==> src/rtl/error_response_decoder_pkg.sv <==
// rtl/error_response_decoder_pkg.sv - shared defines, types and helpers for the error response decoder
//
// Purpose: protocol constants (version, ERROR message type, header geometry),
//   error codes shared with the responder-side builder, FSM state encodings,
//   the result record and the helper that folds a decode into that record.
// Ports: none (package).
// Configuration macro used by the decoder: ERR_RX_TIMEOUT_EN.

`ifndef ERROR_RESPONSE_DECODER_DEFINES
`define ERROR_RESPONSE_DECODER_DEFINES
`define PROTOCOL_VERSION        8'h01
`define ERROR_RESP_CMD          8'h7F
`define SIZE_OF_HEADER_VARS     8
`define SIZE_OF_HEADER_IN_BYTES 4

`define ERR_CODE_INVALID_REQ    8'h01
`define ERR_CODE_UNSUP_PROT     8'h02
`define ERR_CODE_BUSY           8'h03
`define ERR_CODE_UNSPEC         8'h04

`define ERD_ST_IDLE             2'd0
`define ERD_ST_HDR              2'd1
`define ERD_ST_TAIL             2'd2
`define ERD_ST_DONE             2'd3
`endif

package error_response_decoder_pkg;

  localparam int HDR_W = `SIZE_OF_HEADER_VARS * `SIZE_OF_HEADER_IN_BYTES;

  // Bit positions inside the one-hot error flag vector.
  localparam int FLAG_INV    = 0;
  localparam int FLAG_UNSUP  = 1;
  localparam int FLAG_BUSY   = 2;
  localparam int FLAG_UNSPEC = 3;

  typedef enum logic [1:0] {
    ST_IDLE = `ERD_ST_IDLE,
    ST_HDR  = `ERD_ST_HDR,
    ST_TAIL = `ERD_ST_TAIL,
    ST_DONE = `ERD_ST_DONE
  } state_t;

  typedef struct packed {
    logic [3:0] flags;
    logic [7:0] param2;
    logic       not_error;
    logic       bad;
  } result_t;

  // Bad wins over everything; otherwise an ERROR carries its flag and Param2,
  // anything else is simply reported as a non-error response.
  function automatic result_t make_result(input logic       bad,
                                          input logic       is_err,
                                          input logic [3:0] flags,
                                          input logic [7:0] param2);
    result_t r;
    r = '0;
    if (bad) begin
      r.bad = 1'b1;
    end else if (is_err) begin
      r.flags  = flags;
      r.param2 = param2;
    end else begin
      r.not_error = 1'b1;
    end
    return r;
  endfunction

endpackage

==> src/rtl/error_response_decoder_if.sv <==
// rtl/error_response_decoder_if.sv - receive byte stream bundle from the link layer
//
// Purpose: groups the byte stream handed to the decoder.
// Signals: byte_in[7:0] received byte, byte_valid byte qualifier,
//   SOM first byte of message, EOM last byte of message (both sampled only with byte_valid).
// Modports: master (link layer, drives), slave (decoder, receives).

interface error_response_decoder_if;
  logic [7:0] byte_in;
  logic       byte_valid;
  logic       SOM;
  logic       EOM;

  modport master (output byte_in, output byte_valid, output SOM, output EOM);
  modport slave  (input  byte_in, input  byte_valid, input  SOM, input  EOM);
endinterface

==> src/rtl/error_response_decoder_error_code_map.sv <==
// rtl/error_response_decoder_error_code_map.sv - Param1 error code to one-hot error flags
//
// Purpose: combinational mapping shared by decoder and builder sides.
// Ports: code_i[7:0] Param1 of an ERROR response,
//   flags_o[3:0] one-hot {unspecified, busy, unsupported protocol, invalid request}.

module error_code_map
  import error_response_decoder_pkg::*;
(
  input  logic [7:0] code_i,
  output logic [3:0] flags_o
);

  always_comb begin
    flags_o = 4'b0000;
    case (code_i)
      `ERR_CODE_INVALID_REQ: flags_o[FLAG_INV]    = 1'b1;
      `ERR_CODE_UNSUP_PROT:  flags_o[FLAG_UNSUP]  = 1'b1;
      `ERR_CODE_BUSY:        flags_o[FLAG_BUSY]   = 1'b1;
      `ERR_CODE_UNSPEC:      flags_o[FLAG_UNSPEC] = 1'b1;
      // Unknown codes are reported as unspecified so exactly one flag is set.
      default:               flags_o[FLAG_UNSPEC] = 1'b1;
    endcase
  end

endmodule

==> src/rtl/error_response_decoder.sv <==
// rtl/error_response_decoder.sv - initiator-side authentication response header decoder
//
// Purpose: assembles the 4-byte header {version, type, Param1, Param2}, validates
//   framing/length/version and decodes ERROR responses into one-hot flags.
// Ports: clk, reset_L (sync, active low), Enable, rx (byte stream, slave modport);
//   Error_Invalid_Request / Error_Unsupported_Protocol / Error_Busy / Error_Unspecified,
//   Error_Param2[7:0], Not_Error_MSG, Bad_MSG, header[HDR_W-1:0] (byte 0 in MSBs),
//   Decode_done (one-cycle pulse), busy (reception in progress).
// Configuration: define ERR_RX_TIMEOUT_EN to abort a stalled message after
//   RX_TIMEOUT_CYCLES cycles without a byte.

module error_response_decoder
  import error_response_decoder_pkg::*;
#(
  parameter int MAX_MSG_BYTES     = 8,
  parameter int RX_TIMEOUT_CYCLES = 1024
) (
  input  logic                    clk,
  input  logic                    reset_L,
  input  logic                    Enable,
  error_response_decoder_if.slave rx,
  output logic                    Error_Invalid_Request,
  output logic                    Error_Unsupported_Protocol,
  output logic                    Error_Busy,
  output logic                    Error_Unspecified,
  output logic [7:0]              Error_Param2,
  output logic                    Not_Error_MSG,
  output logic                    Bad_MSG,
  output logic [HDR_W-1:0]        header,
  output logic                    Decode_done,
  output logic                    busy
);

  // Counter saturates one past the limit so long messages never wrap back to legal.
  localparam int            CW      = $clog2(MAX_MSG_BYTES + 2);
  localparam logic [CW-1:0] CNT_MAX = CW'(MAX_MSG_BYTES);
  localparam logic [CW-1:0] CNT_SAT = CW'(MAX_MSG_BYTES + 1);
  localparam logic [CW-1:0] CNT_HDR_LAST = CW'(3);

  state_t           state_q;
  logic [CW-1:0]    cnt_q;
  logic [CW-1:0]    cnt_inc;
  logic             bad_q;
  logic [HDR_W-1:0] hdr_q;
  logic [HDR_W-1:0] hdr_next;
  logic [HDR_W-1:0] hdr_cand;
  result_t          res_q;
  result_t          res_fin;
  logic             done_q;

  logic             fin;
  logic             fin_force_bad;
  logic             ver_ok;
  logic             is_err;
  logic             tail_is_err;
  logic             tail_bad;
  logic             tmo_hit;
  logic [3:0]       code_flags;

  assign busy    = (state_q == ST_HDR) || (state_q == ST_TAIL);
  assign cnt_inc = (cnt_q == CNT_SAT) ? cnt_q : cnt_q + 1'b1;

  // Header with the current byte dropped into the slot selected by the byte count.
  always_comb begin
    hdr_next = hdr_q;
    case (cnt_q[1:0])
      2'd1:    hdr_next[HDR_W-9  -: 8] = rx.byte_in;
      2'd2:    hdr_next[HDR_W-17 -: 8] = rx.byte_in;
      2'd3:    hdr_next[HDR_W-25 -: 8] = rx.byte_in;
      default: hdr_next = hdr_q;
    endcase
  end

  // An ERROR response carries no payload, so any trailing byte is a violation.
  assign tail_is_err = (hdr_q[HDR_W-9 -: 8] == `ERROR_RESP_CMD);
  assign tail_bad    = bad_q || tail_is_err || (cnt_inc > CNT_MAX);

`ifdef ERR_RX_TIMEOUT_EN
  localparam int TW = $clog2(RX_TIMEOUT_CYCLES + 1);
  logic [TW-1:0] tmo_q;

  always_ff @(posedge clk) begin
    if (!reset_L || !Enable || rx.byte_valid || !busy) begin
      tmo_q <= '0;
    end else begin
      tmo_q <= tmo_q + 1'b1;
    end
  end

  assign tmo_hit = busy && !rx.byte_valid && (tmo_q == TW'(RX_TIMEOUT_CYCLES - 1));
`else
  logic unused_tmo;
  assign unused_tmo = ^RX_TIMEOUT_CYCLES;
  assign tmo_hit    = 1'b0;
`endif

  // Detect the cycle that ends a message and whether framing alone already makes it bad.
  always_comb begin
    fin           = 1'b0;
    fin_force_bad = 1'b0;
    hdr_cand      = hdr_q;
    if (Enable) begin
      unique case (state_q)
        ST_IDLE: begin
          if (rx.byte_valid && rx.SOM && rx.EOM) begin
            fin           = 1'b1;
            fin_force_bad = 1'b1;
          end
        end
        ST_HDR: begin
          if (rx.byte_valid) begin
            if (rx.SOM) begin
              fin           = 1'b1;
              fin_force_bad = 1'b1;
            end else begin
              hdr_cand = hdr_next;
              if (rx.EOM) begin
                fin           = 1'b1;
                fin_force_bad = (cnt_q != CNT_HDR_LAST);
              end
            end
          end else if (tmo_hit) begin
            fin           = 1'b1;
            fin_force_bad = 1'b1;
          end
        end
        ST_TAIL: begin
          if (rx.byte_valid) begin
            if (rx.SOM) begin
              fin           = 1'b1;
              fin_force_bad = 1'b1;
            end else if (rx.EOM) begin
              fin           = 1'b1;
              fin_force_bad = tail_bad;
            end
          end else if (tmo_hit) begin
            fin           = 1'b1;
            fin_force_bad = 1'b1;
          end
        end
        default: begin
          fin = 1'b0;
        end
      endcase
    end
  end

  assign ver_ok = (hdr_cand[HDR_W-1 -: 8] == `PROTOCOL_VERSION);
  assign is_err = (hdr_cand[HDR_W-9 -: 8] == `ERROR_RESP_CMD);

  error_code_map u_code_map (
    .code_i  (hdr_cand[HDR_W-17 -: 8]),
    .flags_o (code_flags)
  );

  assign res_fin = make_result(fin_force_bad || !ver_ok, is_err, code_flags,
                               hdr_cand[HDR_W-25 -: 8]);

  always_ff @(posedge clk) begin
    if (!reset_L) begin
      state_q <= ST_IDLE;
      cnt_q   <= '0;
      bad_q   <= 1'b0;
      hdr_q   <= '0;
      res_q   <= '0;
      done_q  <= 1'b0;
    end else begin
      done_q <= 1'b0;
      if (!Enable) begin
        state_q <= ST_IDLE;
      end else begin
        unique case (state_q)
          ST_IDLE: begin
            if (rx.byte_valid && rx.SOM) begin
              hdr_q   <= {rx.byte_in, {(HDR_W-8){1'b0}}};
              cnt_q   <= CW'(1);
              bad_q   <= 1'b0;
              res_q   <= '0;
              state_q <= ST_HDR;
            end
          end
          ST_HDR: begin
            if (rx.byte_valid && !rx.SOM) begin
              hdr_q <= hdr_next;
              cnt_q <= cnt_inc;
              if (cnt_q == CNT_HDR_LAST) begin
                state_q <= ST_TAIL;
              end
            end
          end
          ST_TAIL: begin
            if (rx.byte_valid && !rx.SOM) begin
              cnt_q <= cnt_inc;
              bad_q <= tail_bad;
            end
          end
          ST_DONE: begin
            state_q <= ST_IDLE;
          end
          default: begin
            state_q <= ST_IDLE;
          end
        endcase
        // Ending a message overrides the per-state moves above.
        if (fin) begin
          state_q <= ST_DONE;
          done_q  <= 1'b1;
          res_q   <= res_fin;
        end
      end
    end
  end

  assign Error_Invalid_Request      = res_q.flags[FLAG_INV];
  assign Error_Unsupported_Protocol = res_q.flags[FLAG_UNSUP];
  assign Error_Busy                 = res_q.flags[FLAG_BUSY];
  assign Error_Unspecified          = res_q.flags[FLAG_UNSPEC];
  assign Error_Param2               = res_q.param2;
  assign Not_Error_MSG              = res_q.not_error;
  assign Bad_MSG                    = res_q.bad;
  assign header                     = hdr_q;
  assign Decode_done                = done_q;

endmodule

==> src/flat_wrapper.sv <==
// flat-port wrapper written by rule: the top's interface ports become plain ports
module error_response_decoder_flat import error_response_decoder_pkg::*;
#(
  parameter int MAX_MSG_BYTES     = 8,
  parameter int RX_TIMEOUT_CYCLES = 1024
)
  (clk, reset_L, Enable, Error_Invalid_Request, Error_Unsupported_Protocol, Error_Busy, Error_Unspecified, Error_Param2, Not_Error_MSG, Bad_MSG, header, Decode_done, busy, rx_byte_in, rx_byte_valid, rx_SOM, rx_EOM);
  error_response_decoder_if rx_i ();
  input  logic clk;
  input  logic reset_L;
  input  logic Enable;
  output logic Error_Invalid_Request;
  output logic Error_Unsupported_Protocol;
  output logic Error_Busy;
  output logic Error_Unspecified;
  output logic [7:0] Error_Param2;
  output logic Not_Error_MSG;
  output logic Bad_MSG;
  output logic [HDR_W-1:0] header;
  output logic Decode_done;
  output logic busy;
  input wire logic [$bits(rx_i.byte_in)-1:0] rx_byte_in;
  input wire logic [$bits(rx_i.byte_valid)-1:0] rx_byte_valid;
  input wire logic [$bits(rx_i.SOM)-1:0] rx_SOM;
  input wire logic [$bits(rx_i.EOM)-1:0] rx_EOM;
  assign rx_i.byte_in = rx_byte_in;
  assign rx_i.byte_valid = rx_byte_valid;
  assign rx_i.SOM = rx_SOM;
  assign rx_i.EOM = rx_EOM;
  error_response_decoder #(.MAX_MSG_BYTES(MAX_MSG_BYTES), .RX_TIMEOUT_CYCLES(RX_TIMEOUT_CYCLES)) u_core (.clk(clk), .reset_L(reset_L), .Enable(Enable), .rx(rx_i), .Error_Invalid_Request(Error_Invalid_Request), .Error_Unsupported_Protocol(Error_Unsupported_Protocol), .Error_Busy(Error_Busy), .Error_Unspecified(Error_Unspecified), .Error_Param2(Error_Param2), .Not_Error_MSG(Not_Error_MSG), .Bad_MSG(Bad_MSG), .header(header), .Decode_done(Decode_done), .busy(busy));
endmodule
==> config.mk <==
export PLATFORM = sky130hd
export DESIGN_NAME = error_response_decoder_flat
export DESIGN_NICKNAME = d
export VERILOG_FILES = /design/src/rtl/error_response_decoder_pkg.sv /design/src/rtl/error_response_decoder_if.sv /design/src/rtl/error_response_decoder_error_code_map.sv /design/src/rtl/error_response_decoder.sv /design/src/flat_wrapper.sv
export SDC_FILE = /design/constraint.sdc
export NUM_CORES = 1
export LEC_CHECK = 0
export ABC_CLOCK_PERIOD_IN_PS = 2600
export CORE_MARGIN = 2
export CORE_UTILIZATION = 38
export DETAILED_ROUTE_END_ITERATION = 10
export GPL_ROUTABILITY_DRIVEN = 0
export RECOVER_POWER = 100
export SLEW_MARGIN = 25
export SYNTH_ARGS = -nofsm -noshare
export SYNTH_HDL_FRONTEND = slang
export SYNTH_SLANG_ARGS = --single-unit
export TNS_END_PERCENT = 30
==> constraint.sdc <==
create_clock -name clk -period 2.6 [get_ports clk]
set_clock_uncertainty 0.05 [all_clocks]
set_input_delay 0.39 -clock clk [delete_from_list [all_inputs] [get_ports clk]]
set_output_delay 0.39 -clock clk [all_outputs]
set_load 0.01 [all_outputs]
==> results of run 1 <==
-- stage by stage --
stage          power (mW)  hold slack [ns]
2_1_floorplan       0.944            0.423
3_3_place_gp         1.04            0.391
3_5_place_dp         1.04            0.392
4_1_cts              1.54            0.409
5_1_grt              1.58            0.424
6_report             1.52            0.404
-- routing by layer --
| layer | global-route usage (%) | vias to the layer above | part of all wire, % |
|---|---|---|---|
| li1 | - | 1214 | - |
| met1 | 26.9 | 1133 | 48 |
| met2 | 29.5 | 62 | 46 |
| met3 | 2.84 | 7 | 4.8 |
| met4 | 6.68 | 0 | 1.6 |
| met5 | 0 | - | 0 |
-- worst reg2reg max path, cell delays in order (launching register included) --
cell,delay (ns)
dfxtp_2,0.40
inv_1,0.07
ha_1,0.20
clkbuf_1,0.18
a211o_1,0.32
a21oi_1,0.13
nor4_1,0.10
or4_4,0.63
o31ai_1,0.26
-- final timing paths --
kind,slack [ns],cells past startpoint,to
hold reg to reg,0.40,2,u_core.Error_Param2[0]$_SDFFE_PN0P_
hold / removal,0.40,2,u_core.Error_Param2[0]$_SDFFE_PN0P_
setup reg to reg,0.19,8,u_core.Error_Unsupported_Protocol$_SDFFE_PN0P_
setup / recovery,0.19,8,u_core.Error_Unsupported_Protocol$_SDFFE_PN0P_
-- flip-flops by register name, indices dropped and copies added, names as in the netlist, 2 cells and up --
signal and flops:
u_core.cnt_q 4, u_core.state_q 2, u_core.Error_Param2 8, u_core.header 32
-- cells by family (layout without fill, tap and decap cells) --
kind of cell | Yosys count | count (layout) | synth area share, %
AND/OR/NAND/NOR | 110 | 110 | 24.1
buffers and inverters | 27 | 101 | 4.35
flip-flops | 54 | 54 | 41.3
adder cells (fa/ha/maj) | 7 | 7 | 3.35
AO/OA/AOI/OAI | 79 | 79 | 20.4
multiplexers | 17 | 17 | 6.50
-- area by class of cell --
cell class,count,area (sq um)
clock inverter,3,28.8
tap,80,100
clock buffer,5,68.8
multi-input combinational,213,1410
inverter,9,33.8
sequential,54,1080
fill,632,3230
timing repair buffer,84,761
-- power by group through the flow --
stage	registers [mW]	logic, mW	clock network, mW
final	0.842	0.168	0.508
after global routing	0.844	0.185	0.552
after CTS	0.842	0.175	0.524
after detailed placement	0.861	0.174	0
after global placement	0.861	0.174	0
after floorplan	0.863	0.0816	0
-- cell usage in the layout, fill, tap and decap left out, types with 6 or more instances in the layout --
cell type / synthesis / routed
ha_1: 7 / 7
clkdlybuf4s50_1: 0 / 12
clkbuf_1: 13 / 6
inv_1: 9 / 9
a21oi_1: 10 / 10
a22oi_1: 24 / 24
nor2b_1: 36 / 36
dlygate4sd3_1: 0 / 49
nor3_1: 7 / 7
o21ai_0: 16 / 17
dfxtp_1: 54 / 53
nor2_1: 7 / 7
nand2_1: 27 / 27
buf_4: 0 / 17
mux2i_1: 17 / 17
==> impl_metrics.json, run 1 <==
{
  "synth_top_area_share_pct": 41.3,
  "drc_errors": 0,
  "p_per_area_nw_per_um2": 435,
  "clockPowerShare_pct": 33.5,
  "synth_area_sq_um": 2620,
  "synth.area.top_cells": "dfxtp_1 41%, nor2b_1 8.6%, a22oi_1 6.9%",
  "rows": 30,
  "comb_power_share_pct": 11.1,
  "clk_latency_ns": 0.32,
  "crit_path_end_kind": "flip-flop",
  "maxCapViolations": 0,
  "grt_pass1_vias": 2199,
  "setup_viol": 0,
  "cts_setup_buffers": 0,
  "seq_power_share_pct": 55.5,
  "tns_ns": 0,
  "nets": 388,
  "synth_ff_type": "dfxtp_1",
  "internal_power_mw": 1.11,
  "io_buffers": 61,
  "hold_path_class": "flip-flop to flip-flop",
  "cp.buffers_inverters": 2,
  "die_h_microns": 87.0,
  "grt.overflow.total": 0,
  "vias_per_cell": 5.39,
  "cts_buffer_depth": 2,
  "dpl_cell_area_sq_um": 3420,
  "placed_cells": 440,
  "clk_pin_slew_ns": 0.10,
  "yosysMostFrequentCell": "dfxtp_1",
  "wirelength_mm": 6.88,
  "fin_area_sq_um": 3490,
  "dieWidth_microns": 87.0,
  "io_pins": 62,
  "numCtsBuffers": 5,
  "avgSynthCellArea_sq_um": 8.90,
  "yosys_warnings": 0,
  "postRouteAntennaNets": 0,
  "slowest_stage": "or4_4",
  "antenna_found_initial": 0,
  "h-tree-depth": 2,
  "grt_max_degree": 41,
  "die_area_sq_um": 7560,
  "first_pass_iters": 5,
  "syn-num-nets": 315,
  "cts_sinks": 54,
  "fin_crit_ns": 2.41,
  "cts_tree": "yes",
  "maxSlewHeadroom_pct": 59.5,
  "sw_frac_of_total_pct": 26.7,
  "rsz0062_at_grt": "false",
  "yosys.area.top_type": "dfxtp_1",
  "synth_cells": 294,
  "synth_seq_cells": 54,
  "path_cells": "inv_1 > ha_1 > clkbuf_1 > a211o_1 > a21oi_1 > nor4_1 > or4_4 > o31ai_1",
  "drt_iter0_markers": 125,
  "startpoint": "u_core.cnt_q[1]$_SDFFE_PN0P_",
  "diodes": 0,
  "crit_fanout": 12,
  "status": "finished clean",
  "fin_ws_ns": 0.192,
  "utilization_pct": 51.9,
  "crit_family": "simple AND/OR/NAND/NOR gates",
  "max_stage_delay_ns": 0.63,
  "tightestPinTransition_ns": 0.602,
  "crit_type": "flip-flop to flip-flop",
  "drv_slew": 0,
  "core_area_sq_um": 6720,
  "r2r_start": "u_core.cnt_q[1]$_SDFFE_PN0P_",
  "seq_area_frac_synth_pct": 41.3,
  "final_layout_size_suffix_gt1_share_pct": 7.88,
  "post_cts_resized": 0,
  "synth_commonest_cells": "54 x dfxtp_1, 36 x nor2b_1, 27 x nand2_1",
  "p_sw_mw": 0.405,
  "synth_edf_count": 0,
  "yosysUniqueCellTypes": 48,
  "async_reset_ff_share_pct": 0,
  "hold_buffers": 0,
  "grt_usage_pct": 19.0,
  "syn_to_final_growth_pct": 33.3,
  "hold_start": "u_core.Error_Param2[0]$_SDFFE_PN0P_",
  "dp_hpwl_mm": 5.19,
  "ir_worst_vdd_uv": 181,
  "fin_cells": 448,
  "hold_violations": 0,
  "startpoint_type": "flip-flop",
  "pre_cts_ws_ns": 0.00939,
  "start_util_pct": 38.9,
  "vias": 2416,
  "wl_per_cell_microns": 15.4,
  "crit_required_ns": 2.79,
  "cts-root-buf": "clkbuf_8",
  "p_leak_nw": 1.44,
  "final.period_utilization_pct": 92.6,
  "fmax_mhz": 415,
  "grt_pass1_wl_mm": 11.2,
  "cp.arrival_ns": 2.59
}
Power figures use the tool's default switching activity.
==> inputs of run 2 (changes only) <==
CORE_MARGIN = 3   (was 2)
HOLD_SLACK_MARGIN = 0.12   (was default)
==> run 2 against run 1 <==
Effect of this change:
- power is 3.1% lower
- fmax is 1.4% lower
- utilization is 1.8 points higher
- sequential power hardly changed
- die area is 4.7% higher
- sequential share of layout area hardly changed
- flip-flop and latch count stayed put
- critical path depth is 2 lower
- combinational power is 3% higher
- highest routed layer unchanged
==> impl_metrics.json, run 2 (synthesis gave the netlist of run 1 again) <==
{
  "grt_pass1_vias": 2277,
  "drc_errors": 0,
  "p_per_area_nw_per_um2": 422,
  "post_cts_resized": 0,
  "crit_family": "simple AND/OR/NAND/NOR gates",
  "diodes": 0,
  "crit_type": "flip-flop to flip-flop",
  "cp.arrival_ns": 2.62,
  "antenna_found_initial": 0,
  "grt_max_degree": 34,
  "setup_viol": 0,
  "cts_buffer_depth": 2,
  "hold_violations": 0,
  "grt_usage_pct": 18.5,
  "hold_path_class": "flip-flop to flip-flop",
  "tns_ns": 0,
  "h-tree-depth": 2,
  "rows": 29,
  "vias_per_cell": 5.42,
  "maxSlewHeadroom_pct": 56.1,
  "syn_to_final_growth_pct": 33.2,
  "cp.buffers_inverters": 0,
  "grt_pass1_wl_mm": 11.4,
  "final.period_utilization_pct": 94.0,
  "crit_path_end_kind": "flip-flop",
  "fin_crit_ns": 2.44,
  "start_util_pct": 40.3,
  "p_leak_nw": 1.43,
  "core_area_sq_um": 6490,
  "first_pass_iters": 4,
  "postRouteAntennaNets": 0,
  "cts-root-buf": "clkbuf_8",
  "mostFrequentLayoutCell": "dfxtp_1",
  "wl_per_cell_microns": 16.2,
  "largest_register_ff_count": 32,
  "status": "finished clean",
  "clk_pin_slew_ns": 0.10,
  "dieWidth_microns": 89.0,
  "path_cells": "ha_1 > or3b_1 > a21oi_1 > nor4_1 > or4_4 > o31ai_1",
  "die_area_sq_um": 7920,
  "fmax_mhz": 409,
  "numCtsBuffers": 5,
  "maxCapViolations": 0,
  "drv_slew": 0,
  "drt_iter0_markers": 127,
  "cts_sinks": 54,
  "vias": 2408,
  "cts_tree": "yes",
  "wirelength_mm": 7.18,
  "crit_fanout": 12,
  "die_h_microns": 89.0,
  "nets": 388,
  "tightestPinTransition_ns": 0.653,
  "cts_setup_buffers": 0,
  "hold_buffers": 0,
  "clk_latency_ns": 0.30,
  "ir_worst_vdd_uv": 206,
  "final_layout_size_suffix_gt1_share_pct": 7.90,
  "slowest_stage": "or4_4",
  "max_stage_delay_ns": 0.64,
  "io_buffers": 61,
  "startpoint_type": "flip-flop",
  "rsz0062_at_grt": "false",
  "io_pins": 62,
  "crit_required_ns": 2.77,
  "dp_hpwl_mm": 5.43,
  "final_cell_mix": "54 x dfxtp_1, 49 x dlygate4sd3_1, 36 x nor2b_1",
  "grt.overflow.total": 0,
  "power_mw": 1.47
}
[run 2: per-stage QoR]
step | area, sq um | hold WS (ns) | cells | util [%] | setup slack, ns
after floorplan | 2620 | 0.423 | 294 | - | 0.272
after global placement | 3420 | 0.388 | 437 | 52.6 | 0.0570
after detailed placement | 3420 | 0.392 | 437 | 52.6 | 0.0262
after CTS | 3500 | 0.406 | 444 | 53.9 | 0.150
after global routing | 3480 | 0.426 | 444 | 53.7 | 0.0189
final | 3480 | 0.405 | 444 | 53.7 | 0.157
[run 2: worst min-delay path: stages, from the launching register on]
cell	delay, ns
dfxtp_1	0.33
nand2_1	0.04
o21ai_0	0.05
[run 2: layout make-up]
type,instances,area [sq um]
clock buffers,5,68.8
clock inverters,2,15.0
fillers,615,3010
inverters,9,33.8
multi-input cells,213,1420
flip-flops and latches,54,1080
well taps,77,96.3
repair buffers,84,768
[run 2: power breakdown]
group | internal, mW | switching (mW)
Combinational | 0.0794 | 0.0934
Sequential | 0.835 | 0.00744
Clock | 0.185 | 0.272
Total | 1.10 | 0.373
[run 2: routing by layer]
metal | GRT usage (%) | routed length [microns] | vias to the layer above
met4 | 5.01 | 76 | 0
met1 | 26.6 | 3620 | 1136
met5 | 0 | 0 | -
met3 | 3.13 | 253 | 7
li1 | - | - | 1207
met2 | 28.9 | 3230 | 58
[run 2: worst paths after layout]
kind	from	to	slack (ns)	cells after the start
setup reg to reg	u_core.cnt_q[0]$_SDFFE_PN0P_	u_core.Error_Invalid_Request$_SDFFE_PN0P_	0.16	6
hold / removal	u_core.Error_Param2[0]$_SDFFE_PN0P_	u_core.Error_Param2[0]$_SDFFE_PN0P_	0.41	2
hold reg to reg	u_core.Error_Param2[0]$_SDFFE_PN0P_	u_core.Error_Param2[0]$_SDFFE_PN0P_	0.41	2
setup / recovery	u_core.cnt_q[0]$_SDFFE_PN0P_	u_core.Error_Invalid_Request$_SDFFE_PN0P_	0.16	6
==> inputs of run 3 (changes only) <==
CTS_BUF_LIST = sky130_fd_sc_hd__clkbuf_8   (was default)
SLEW_MARGIN = default   (was 25)
==> results of run 3 <==
The final DEF is identical to that of run 2; final timing and power are the same.
